$ cat src/rtl/vreg_writeback_if.sv
//==============================================================================
// Module      : vreg_writeback_if
// Description : ALU/memory handshakes, register-file write port and hazard
//               outputs of the vector register write-back stage.
// Revision    : 1.0 - initial release
//==============================================================================
`default_nettype none

interface vreg_writeback_if #(
    parameter int LANES = 16,
    parameter int W     = 32
);
    logic                    alu_valid;
    logic                    alu_ready;
    logic [3:0]              alu_rd;
    logic                    alu_vec;
    logic [LANES-1:0][W-1:0] alu_data;

    logic                    mem_valid;
    logic                    mem_ready;
    logic [3:0]              mem_rd;
    logic                    mem_vec;
    logic [W-1:0]            mem_data;

    logic                    we3;
    logic [3:0]              ra3;
    logic [LANES-1:0][W-1:0] wd3;
    logic                    selec_v_s_w;

    logic                    pend_valid;
    logic [3:0]              pend_rd;
    logic                    pend_vec;
    logic                    pc_drop;

    modport master (
        output alu_valid, alu_rd, alu_vec, alu_data,
        output mem_valid, mem_rd, mem_vec, mem_data,
        input  alu_ready, mem_ready,
        input  we3, ra3, wd3, selec_v_s_w,
        input  pend_valid, pend_rd, pend_vec, pc_drop
    );

    modport slave (
        input  alu_valid, alu_rd, alu_vec, alu_data,
        input  mem_valid, mem_rd, mem_vec, mem_data,
        output alu_ready, mem_ready,
        output we3, ra3, wd3, selec_v_s_w,
        output pend_valid, pend_rd, pend_vec, pc_drop
    );
endinterface

`default_nettype wire

$ cat src/rtl/vreg_writeback.sv
//==============================================================================
// Module      : vreg_writeback
// Description : Merges ALU results and beat-wise memory loads into the single
//               register-file write port; exposes the in-flight load target.
// Revision    : 1.0 - initial release
//==============================================================================
`default_nettype none

module vreg_writeback #(
    parameter int LANES = 16,
    parameter int W     = 32
) (
    input  wire logic       clk,
    input  wire logic       rst,
    vreg_writeback_if.slave bus
);
    typedef enum logic [1:0] {
        M_IDLE    = 2'd0,
        M_COLLECT = 2'd1,
        M_PEND    = 2'd2
    } mstate_e;

    localparam logic [3:0] PC_REG    = 4'd15;
    localparam logic [3:0] LAST_LANE = 4'(LANES - 1);

    mstate_e                 state_q, state_d;
    logic [3:0]              cnt_q, cnt_d;
    logic [3:0]              rd_q, rd_d;
    logic                    vec_q, vec_d;
    logic [LANES-1:0][W-1:0] buf_q, buf_d;
    logic                    pend_q, pend_d;

    logic                    we3_q, we3_d;
    logic [3:0]              ra3_q, ra3_d;
    logic [LANES-1:0][W-1:0] wd3_q, wd3_d;
    logic                    sel_q, sel_d;
    logic                    drop_q, drop_d;

    logic                    ready_w;
    logic                    mem_acc_w;
    logic                    alu_acc_w;
    logic                    mem_grant_w;
    logic                    g_valid_w;
    logic                    g_vec_w;
    logic                    g_drop_w;
    logic [3:0]              g_rd_w;
    logic [LANES-1:0][W-1:0] g_data_w;

    // A completed load owns the write slot, so both inputs stall that cycle.
    assign mem_grant_w = (state_q == M_PEND);
    assign ready_w     = !rst && !mem_grant_w;
    assign mem_acc_w   = bus.mem_valid && ready_w;
    assign alu_acc_w   = bus.alu_valid && ready_w;

    assign bus.alu_ready   = ready_w;
    assign bus.mem_ready   = ready_w;
    assign bus.we3         = we3_q;
    assign bus.ra3         = ra3_q;
    assign bus.wd3         = wd3_q;
    assign bus.selec_v_s_w = sel_q;
    assign bus.pc_drop     = drop_q;
    assign bus.pend_valid  = pend_q;
    assign bus.pend_rd     = pend_q ? rd_q : 4'd0;
    assign bus.pend_vec    = pend_q && vec_q;

    always_comb begin
        state_d = state_q;
        cnt_d   = cnt_q;
        rd_d    = rd_q;
        vec_d   = vec_q;
        buf_d   = buf_q;
        case (state_q)
            M_IDLE: begin
                if (mem_acc_w) begin
                    rd_d  = bus.mem_rd;
                    vec_d = bus.mem_vec;
                    if (bus.mem_vec) begin
                        buf_d[0] = bus.mem_data;
                        cnt_d    = 4'd1;
                        state_d  = M_COLLECT;
                    end else begin
                        buf_d[LAST_LANE] = bus.mem_data;
                        state_d          = M_PEND;
                    end
                end
            end
            M_COLLECT: begin
                if (mem_acc_w) begin
                    buf_d[cnt_q] = bus.mem_data;
                    if (cnt_q == LAST_LANE) begin
                        cnt_d   = 4'd0;
                        state_d = M_PEND;
                    end else begin
                        cnt_d = cnt_q + 4'd1;
                    end
                end
            end
            M_PEND: begin
                // Always granted here; clearing keeps the next scalar load's low lanes zero.
                buf_d   = '0;
                state_d = M_IDLE;
            end
            default: begin
                buf_d   = '0;
                cnt_d   = 4'd0;
                state_d = M_IDLE;
            end
        endcase
    end

    // Pending stays visible through the write cycle itself.
    assign pend_d = (state_d != M_IDLE) || (state_q == M_PEND);

    always_comb begin
        g_valid_w = mem_grant_w || alu_acc_w;
        g_rd_w    = mem_grant_w ? rd_q  : bus.alu_rd;
        g_vec_w   = mem_grant_w ? vec_q : bus.alu_vec;
        g_data_w  = mem_grant_w ? buf_q : bus.alu_data;
        g_drop_w  = g_valid_w && !g_vec_w && (g_rd_w == PC_REG);

        we3_d  = g_valid_w && !g_drop_w;
        drop_d = g_drop_w;
        ra3_d  = ra3_q;
        sel_d  = sel_q;
        wd3_d  = wd3_q;
        if (we3_d) begin
            ra3_d = g_rd_w;
            sel_d = g_vec_w;
            if (g_vec_w) begin
                wd3_d = g_data_w;
            end else begin
                wd3_d            = '0;
                wd3_d[LAST_LANE] = g_data_w[LAST_LANE];
            end
        end
    end

    always_ff @(posedge clk) begin
        if (rst) begin
            state_q <= M_IDLE;
            cnt_q   <= 4'd0;
            rd_q    <= 4'd0;
            vec_q   <= 1'b0;
            buf_q   <= '0;
            pend_q  <= 1'b0;
            we3_q   <= 1'b0;
            ra3_q   <= 4'd0;
            wd3_q   <= '0;
            sel_q   <= 1'b0;
            drop_q  <= 1'b0;
        end else begin
            state_q <= state_d;
            cnt_q   <= cnt_d;
            rd_q    <= rd_d;
            vec_q   <= vec_d;
            buf_q   <= buf_d;
            pend_q  <= pend_d;
            we3_q   <= we3_d;
            ra3_q   <= ra3_d;
            wd3_q   <= wd3_d;
            sel_q   <= sel_d;
            drop_q  <= drop_d;
        end
    end
endmodule

`default_nettype wire

$ cat src/flat_wrapper.sv
// flat-port wrapper written by rule: the top's interface ports become plain ports
module vreg_writeback_flat 
#(
    parameter int LANES = 16,
    parameter int W     = 32
)
  (clk, rst, bus_alu_valid, bus_alu_rd, bus_alu_vec, bus_alu_data, bus_mem_valid, bus_mem_rd, bus_mem_vec, bus_mem_data, bus_alu_ready, bus_mem_ready, bus_we3, bus_ra3, bus_wd3, bus_selec_v_s_w, bus_pend_valid, bus_pend_rd, bus_pend_vec, bus_pc_drop);
  vreg_writeback_if #(.LANES(LANES), .W(W)) bus_i ();
  input  wire logic clk;
  input  wire logic rst;
  input wire logic [$bits(bus_i.alu_valid)-1:0] bus_alu_valid;
  input wire logic [$bits(bus_i.alu_rd)-1:0] bus_alu_rd;
  input wire logic [$bits(bus_i.alu_vec)-1:0] bus_alu_vec;
  input wire logic [$bits(bus_i.alu_data)-1:0] bus_alu_data;
  input wire logic [$bits(bus_i.mem_valid)-1:0] bus_mem_valid;
  input wire logic [$bits(bus_i.mem_rd)-1:0] bus_mem_rd;
  input wire logic [$bits(bus_i.mem_vec)-1:0] bus_mem_vec;
  input wire logic [$bits(bus_i.mem_data)-1:0] bus_mem_data;
  output wire logic [$bits(bus_i.alu_ready)-1:0] bus_alu_ready;
  output wire logic [$bits(bus_i.mem_ready)-1:0] bus_mem_ready;
  output wire logic [$bits(bus_i.we3)-1:0] bus_we3;
  output wire logic [$bits(bus_i.ra3)-1:0] bus_ra3;
  output wire logic [$bits(bus_i.wd3)-1:0] bus_wd3;
  output wire logic [$bits(bus_i.selec_v_s_w)-1:0] bus_selec_v_s_w;
  output wire logic [$bits(bus_i.pend_valid)-1:0] bus_pend_valid;
  output wire logic [$bits(bus_i.pend_rd)-1:0] bus_pend_rd;
  output wire logic [$bits(bus_i.pend_vec)-1:0] bus_pend_vec;
  output wire logic [$bits(bus_i.pc_drop)-1:0] bus_pc_drop;
  assign bus_i.alu_valid = bus_alu_valid;
  assign bus_i.alu_rd = bus_alu_rd;
  assign bus_i.alu_vec = bus_alu_vec;
  assign bus_i.alu_data = bus_alu_data;
  assign bus_i.mem_valid = bus_mem_valid;
  assign bus_i.mem_rd = bus_mem_rd;
  assign bus_i.mem_vec = bus_mem_vec;
  assign bus_i.mem_data = bus_mem_data;
  assign bus_alu_ready = bus_i.alu_ready;
  assign bus_mem_ready = bus_i.mem_ready;
  assign bus_we3 = bus_i.we3;
  assign bus_ra3 = bus_i.ra3;
  assign bus_wd3 = bus_i.wd3;
  assign bus_selec_v_s_w = bus_i.selec_v_s_w;
  assign bus_pend_valid = bus_i.pend_valid;
  assign bus_pend_rd = bus_i.pend_rd;
  assign bus_pend_vec = bus_i.pend_vec;
  assign bus_pc_drop = bus_i.pc_drop;
  vreg_writeback #(.LANES(LANES), .W(W)) u_core (.clk(clk), .rst(rst), .bus(bus_i));
endmodule
$ cat config.mk
export PLATFORM = sky130hd
export DESIGN_NAME = vreg_writeback_flat
export DESIGN_NICKNAME = d
export VERILOG_FILES = /design/src/rtl/vreg_writeback_if.sv /design/src/rtl/vreg_writeback.sv /design/src/flat_wrapper.sv
export SDC_FILE = /design/constraint.sdc
export NUM_CORES = 2
export LEC_CHECK = 0
export CORE_AREA = 2 2 424 426
export DETAILED_ROUTE_END_ITERATION = 8
export DIE_AREA = 0 0 426 428
export GPL_TIMING_DRIVEN = 1
export PLACE_DENSITY = 0.53
export SETUP_SLACK_MARGIN = 0.1
export SYNTH_ARGS = -nofsm -noshare
export SYNTH_HDL_FRONTEND = slang
export SYNTH_SLANG_ARGS = --single-unit
$ cat constraint.sdc
create_clock -name clk -period 4.4 [get_ports clk]
set_clock_uncertainty 0.05 [all_clocks]
set_input_delay 0.88 -clock clk [delete_from_list [all_inputs] [get_ports clk]]
set_output_delay 0.88 -clock clk [all_outputs]
set_load 0.005 [all_outputs]
Word level (Yosys, flattened, before mapping)
Cells that the tools add are included.
Widths: inputs -> output; s select.

word-level totals
  register bits after elaboration = 1043
  bits of input ports = 558
  output and inout port bits = 527
  logic and storage cells = 101

cells by class
  add/subtract/negate cells = 1
  $lt $le $gt $ge = 2
  eq/ne operators = 8
  muxes and demuxes = 26
  bitwise operators = 2
  reductions and logical operators = 21

operator list
  cell                 count
  $mux 512             2
  $pmux 448 s2         1
  $bwmux 512           1
  $mux 480             1
  $mux 32              5
  $demux 32 s4         1
  $pmux 32 s2          2
  $mux 4               6
  $pmux 4 s3           1
  $eq 4x4->1 const B   2
  $logic_and 1x1->1    8
  $mux 2               4
  $reduce_and 3->1     2
  $lt 4x5->1 const B   1
  $add 4x1->4 const B  1
  $ge 4x1->1 const B   1
  $logic_not 1->1      4
  $ne 2x1->1 const B   2
  $ne 2x2->1 const B   2
  $pmux 2 s2           1
  $reduce_and 2->1     2
  $reduce_and 4->1     1
  $eq 2x1->1 const B   1
  $eq 2x2->1 const B   1
  other kinds (5)      7

Logic depth before layout (Yosys ltp)
  word-level depth = 9
  gate-level depth with buffers = 10
  gate-level depth less buffers = 6

Worst setup path before layout
No wires, ideal clock.

  kind = input to output
  start point = in rst
  end point = out bus_mem_ready
  arrival = 2.084 ns
  required time = 3.470 ns
  slack = 1.386 ns
  cell stages on the path = 6
  buffers on the path = 5
  cell sequence = buf_2 -> clkbuf_1 -> clkbuf_1 -> clkbuf_1 -> nor2_1 -> buf_4

on the way
  cells in the longest elaborated chain, start to end = 2

RTL lines
  what               line                  source
  start, declared    flat_wrapper.sv:10    input wire logic rst;
  $logic_not 1->1    vreg_writeback.sv:51  assign ready_w = !rst && !mem_grant_w;
  $logic_and 1x1->1  vreg_writeback.sv:51
  end, declared      flat_wrapper.sv:20    output wire logic [$bits(bus_i.mem_ready)-1:0] bus_mem_ready;

Every way passes these cells.

Final worst setup path
  start point = reg u_core.state_q[0]
  end point = out bus_mem_ready

on the way
  cells in the longest elaborated chain, start to end = 3

RTL lines
  what                    line                   source
  start, declared         vreg_writeback.sv:26   mstate_e state_q, state_d;
  start signal, assigned  vreg_writeback.sv:152  state_q <= state_d;
  $eq 2x2->1              vreg_writeback.sv:50   assign mem_grant_w = (state_q == M_PEND);
  $logic_not 1->1         vreg_writeback.sv:51
  $logic_and 1x1->1       vreg_writeback.sv:51

Every way passes these cells.

==> summary.txt <==
Run status
  • Status: finished with violations
  • Failing checks: max-slew violations

Die
  • Die ar.: roughly 180000 um2
  • Core area: 178000 um2
  • I/O pin cnt: between 1000 and 1500
  • Die height: around 430 um
  • Row cnt: 155
  • Starting Density: 24.4%
  • Die W: 426 um

Worst setup path
  • Required @ worst endpoint: 3.47 ns
  • Max incr delay on CP: 0.64 ns
  • Buf/Inv on CP: 2
  • CP endpoint kind: output port
  • Max FO, Critical Path: 30
  • Worst path slowest cell: clkdlybuf4s50_1
  • Crit-path cells: buf_4 > nor2b_4 > nor2_1 > clkdlybuf4s50_1
  • Worst-case reg-to-reg path depth: 5
  • Startpoint types: register
  • Worst reg-to-reg setup slack: between 1 and 1.5 ns
  • Critical path class: register to output port
  • Crit path DAT: 2.85 ns
  • R2r startpoint: u_core.rd_q[0]
  • RR Endpoint: u_core.bus.wd3[248]
  • Crit path max-delay family: buffers and inverters

STA
  • RSZ-0062 raised after global routing: no
  • Final setup vio count: 0
  • Fin crit share: approximately 86%
  • Setup_tns: 0 ns
  • Slew @ Worst Pin: 1.53 ns
  • Slew Viols, Final: 59
  • Worst rel slew slack: -1.69%
  • Slack of the critical path: 0.615 ns
  • Final min period: 3.78 ns
  • Max Clock Freq: 264 MHz
  • Final hold vios: 0

Worst hold path
  • Hold_sp: u_core.buf_q[493]
  • Min-delay worst type: register to register
  • Hold path depth: 2
  • Hold Path Sink: u_core.buf_q[493]

Global routing
  • Total track usage: 25.1%
  • Vias in the first global route: 39100
  • First-pass GRT wire length: 327000 um
  • Grt total ovfl: 0
  • Initial antenna violation count: 74
  • Largest net degree at the start of global routing: about 220

Logic synthesis
  • Post-Syn Nets: 4937
  • Ys async rst share: 0%
  • Post-synth cell types: 49
  • Cell area after synthesis: between 40000 and 50000 um2
  • Top_reg_cell synth: dfxtp_1
  • Synth Instances: 4375
  • Yosys warnings: 0
  • Seq cells post-synth: 1043
  • Synth Area per Inst: 9.93 um2
  • Post-synth EDFFs: 0
  • Register area share after synthesis: between 40% and 50%

Power
  • Switch Pwr: 6.15 mW
  • Combinational Power Share: 11.8%
  • Worst VDD drop: 0.321 mV
  • Leak: about 23 nW
  • Clock share of power: 46.4%
  • Power per cell area: roughly 390 nW/um2
  • Seq pwr share: 41.7%
  • Switching part of the total power: between 20% and 30%
  • Internal Power: 17.4 mW

Placed design
  • Gpl congestion: 0.859
  • Pre-CTS WS: 0.648 ns
  • I/O Buffers: 1084
  • Final HPWL DP: 163000 um
  • Cell count after placement: 7341

Clock tree
  • Clk sinks: 1043
  • Hold buffers post-CTS: 0
  • Post-CTS Setup Bufs: 0
  • Root buffer cell: clkbuf_16
  • Clock transition at the registers of the reported paths: 0.06 ns
  • Htree depth: 3
  • Clock Latency Late Sink: approximately 0.79 ns
  • CTS buffer count: 121
  • Gates resized, CTS repair: 0
  • CTS tree: done
  • Longest Clk Path Bufs: 3

Cells and area
  • Fin util: between 30% and 40%
  • Area Growth Syn to Fin: 40.4%
  • Most common cell after layout, fill and taps aside: clkdlybuf4s50_1
  • Non-filler cells, final: 7608
  • Layout net count: 5671
  • Most frequent cells in the layout: clkdlybuf4s50_1, dfxtp_1, mux2i_1
  • Share of layout cells above drive strength 1: 7.33%

Route
  • Iter 0 DRT Violations: 4459
  • Via-to-Cell Ratio: ~5.4
  • Via count: 41100
  • Detailed-router iteration count before antenna repair: 7
  • Routed wire length: approximately 240000 um
  • Post-route ant nets: 0
  • # DRC: 0
  • Wire per inst: 31.9 um

Flow run
  • Max-capacitance violation count: 0
-- sequential cells by signal, indices dropped and copies added, names as in the netlist --
register / flops
u_core.bus.we3: 1
u_core.vec_q: 1
u_core.bus.wd3: 512
u_core.rd_q: 4
u_core.bus.pend_valid: 1
u_core.bus.pc_drop: 1
u_core.buf_q: 512
u_core.bus.ra3: 4
u_core.cnt_q: 4
u_core.state_q: 2
u_core.bus.selec_v_s_w: 1
-- worst max path at each step --
stage | startpoint | endpoint | depth (start not counted) | slack, ns
3_5_place_dp | bus_mem_valid | u_core.buf_q[191] | 6 | 0.65
2_1_floorplan | rst | bus_mem_ready | 6 | 1.39
4_1_cts | u_core.state_q[0] | bus_mem_ready | 4 | 0.56
5_1_grt | u_core.state_q[0] | bus_mem_ready | 4 | 0.57
3_3_place_gp | bus_mem_valid | u_core.buf_q[191] | 6 | 0.69
6_report | u_core.state_q[0] | bus_mem_ready | 4 | 0.62
-- worst register-to-register path: cells and delay by family, from the launching register on --
kind                   cells  cell delay, ns
AND/OR/NAND/NOR            2            0.75
buffers and inverters      1            0.93
flip-flops                 1            0.48
AO/OA/AOI/OAI              2            0.91
-- metal layers --
metal  GRT usage [%]  part of all wire, %  vias up
li1                -                    -    18000
met1            31.8                   41    20800
met2            40.8                   47     1926
met3            5.63                  7.5      347
met4            10.8                  3.9        6
met5               0                0.016        -
-- cells by family (layout without fill, tap and decap cells) --
family          Yosys count  in the layout  share of synthesized area, %
fa+ha+maj                 4              4                         0.115
buf+inv                 589           1423                          5.58
flops                  1043           1043                          48.1
mux                     485            485                          11.2
simple gates           1175           1175                          16.4
compound gates         1079           1079                          18.6
other cells               0             44                             0
-- synth_stat cells, types with 2 or more instances --
cell	n	share of area [%]
a21oi_1	29	0.33
a22o_1	32	0.65
a22oi_1	466	8.1
a311oi_1	34	0.69
a31oi_1	14	0.20
and2_1	36	0.52
and3_1	7	0.10
and3b_1	9	0.18
buf_1	39	0.34
buf_2	141	1.6
buf_4	5	0.086
buf_6	2	0.052
clkbuf_1	398	3.4
dfxtp_1	1043	48
ha_1	4	0.12
inv_1	3	0.026
mux2i_1	485	11
nand2_1	90	0.78
nand3_1	3	0.035
nand3b_1	2	0.035
nand4b_1	482	9.7
nor2_1	479	4.1
nor2b_1	8	0.12
nor3_1	45	0.52
nor3b_1	5	0.086
o211a_1	2	0.046
o21ai_0	11	0.13
o31ai_1	480	8.3
-- power by group through the flow --
stage / clock, mW / sequential [mW] / combinational, mW
floorplan: 0 / 10.0 / 1.14
global placement: 0 / 10.0 / 2.77
detailed placement: 0 / 10.0 / 2.77
CTS: 11.1 / 9.84 / 2.78
global route: 11.5 / 9.86 / 2.91
finish: 11.0 / 9.84 / 2.79
-- final cells by class --
class / instances / area (um2)
fillers: 18100 / 117000
flip-flops and latches: 1043 / 20900
multi-input cells: 2743 / 20400
repair buffers: 1197 / 12300
clock buffers: 179 / 3610
well taps: 2355 / 2950
clock inverters: 44 / 653
diodes: 44 / 110
inverters: 3 / 11.3
-- stage by stage --
step                      hold WS [ns]  power (mW)  instance area [um2]
after floorplan                  0.379        11.2                43400
after global placement           0.397        12.8                56600
after detailed placement         0.396        12.8                56600
after CTS                        0.338        23.7                60900
after global routing             0.390        24.2                61000
final                            0.409        23.6                61000
Power figures use the tool's default switching activity.
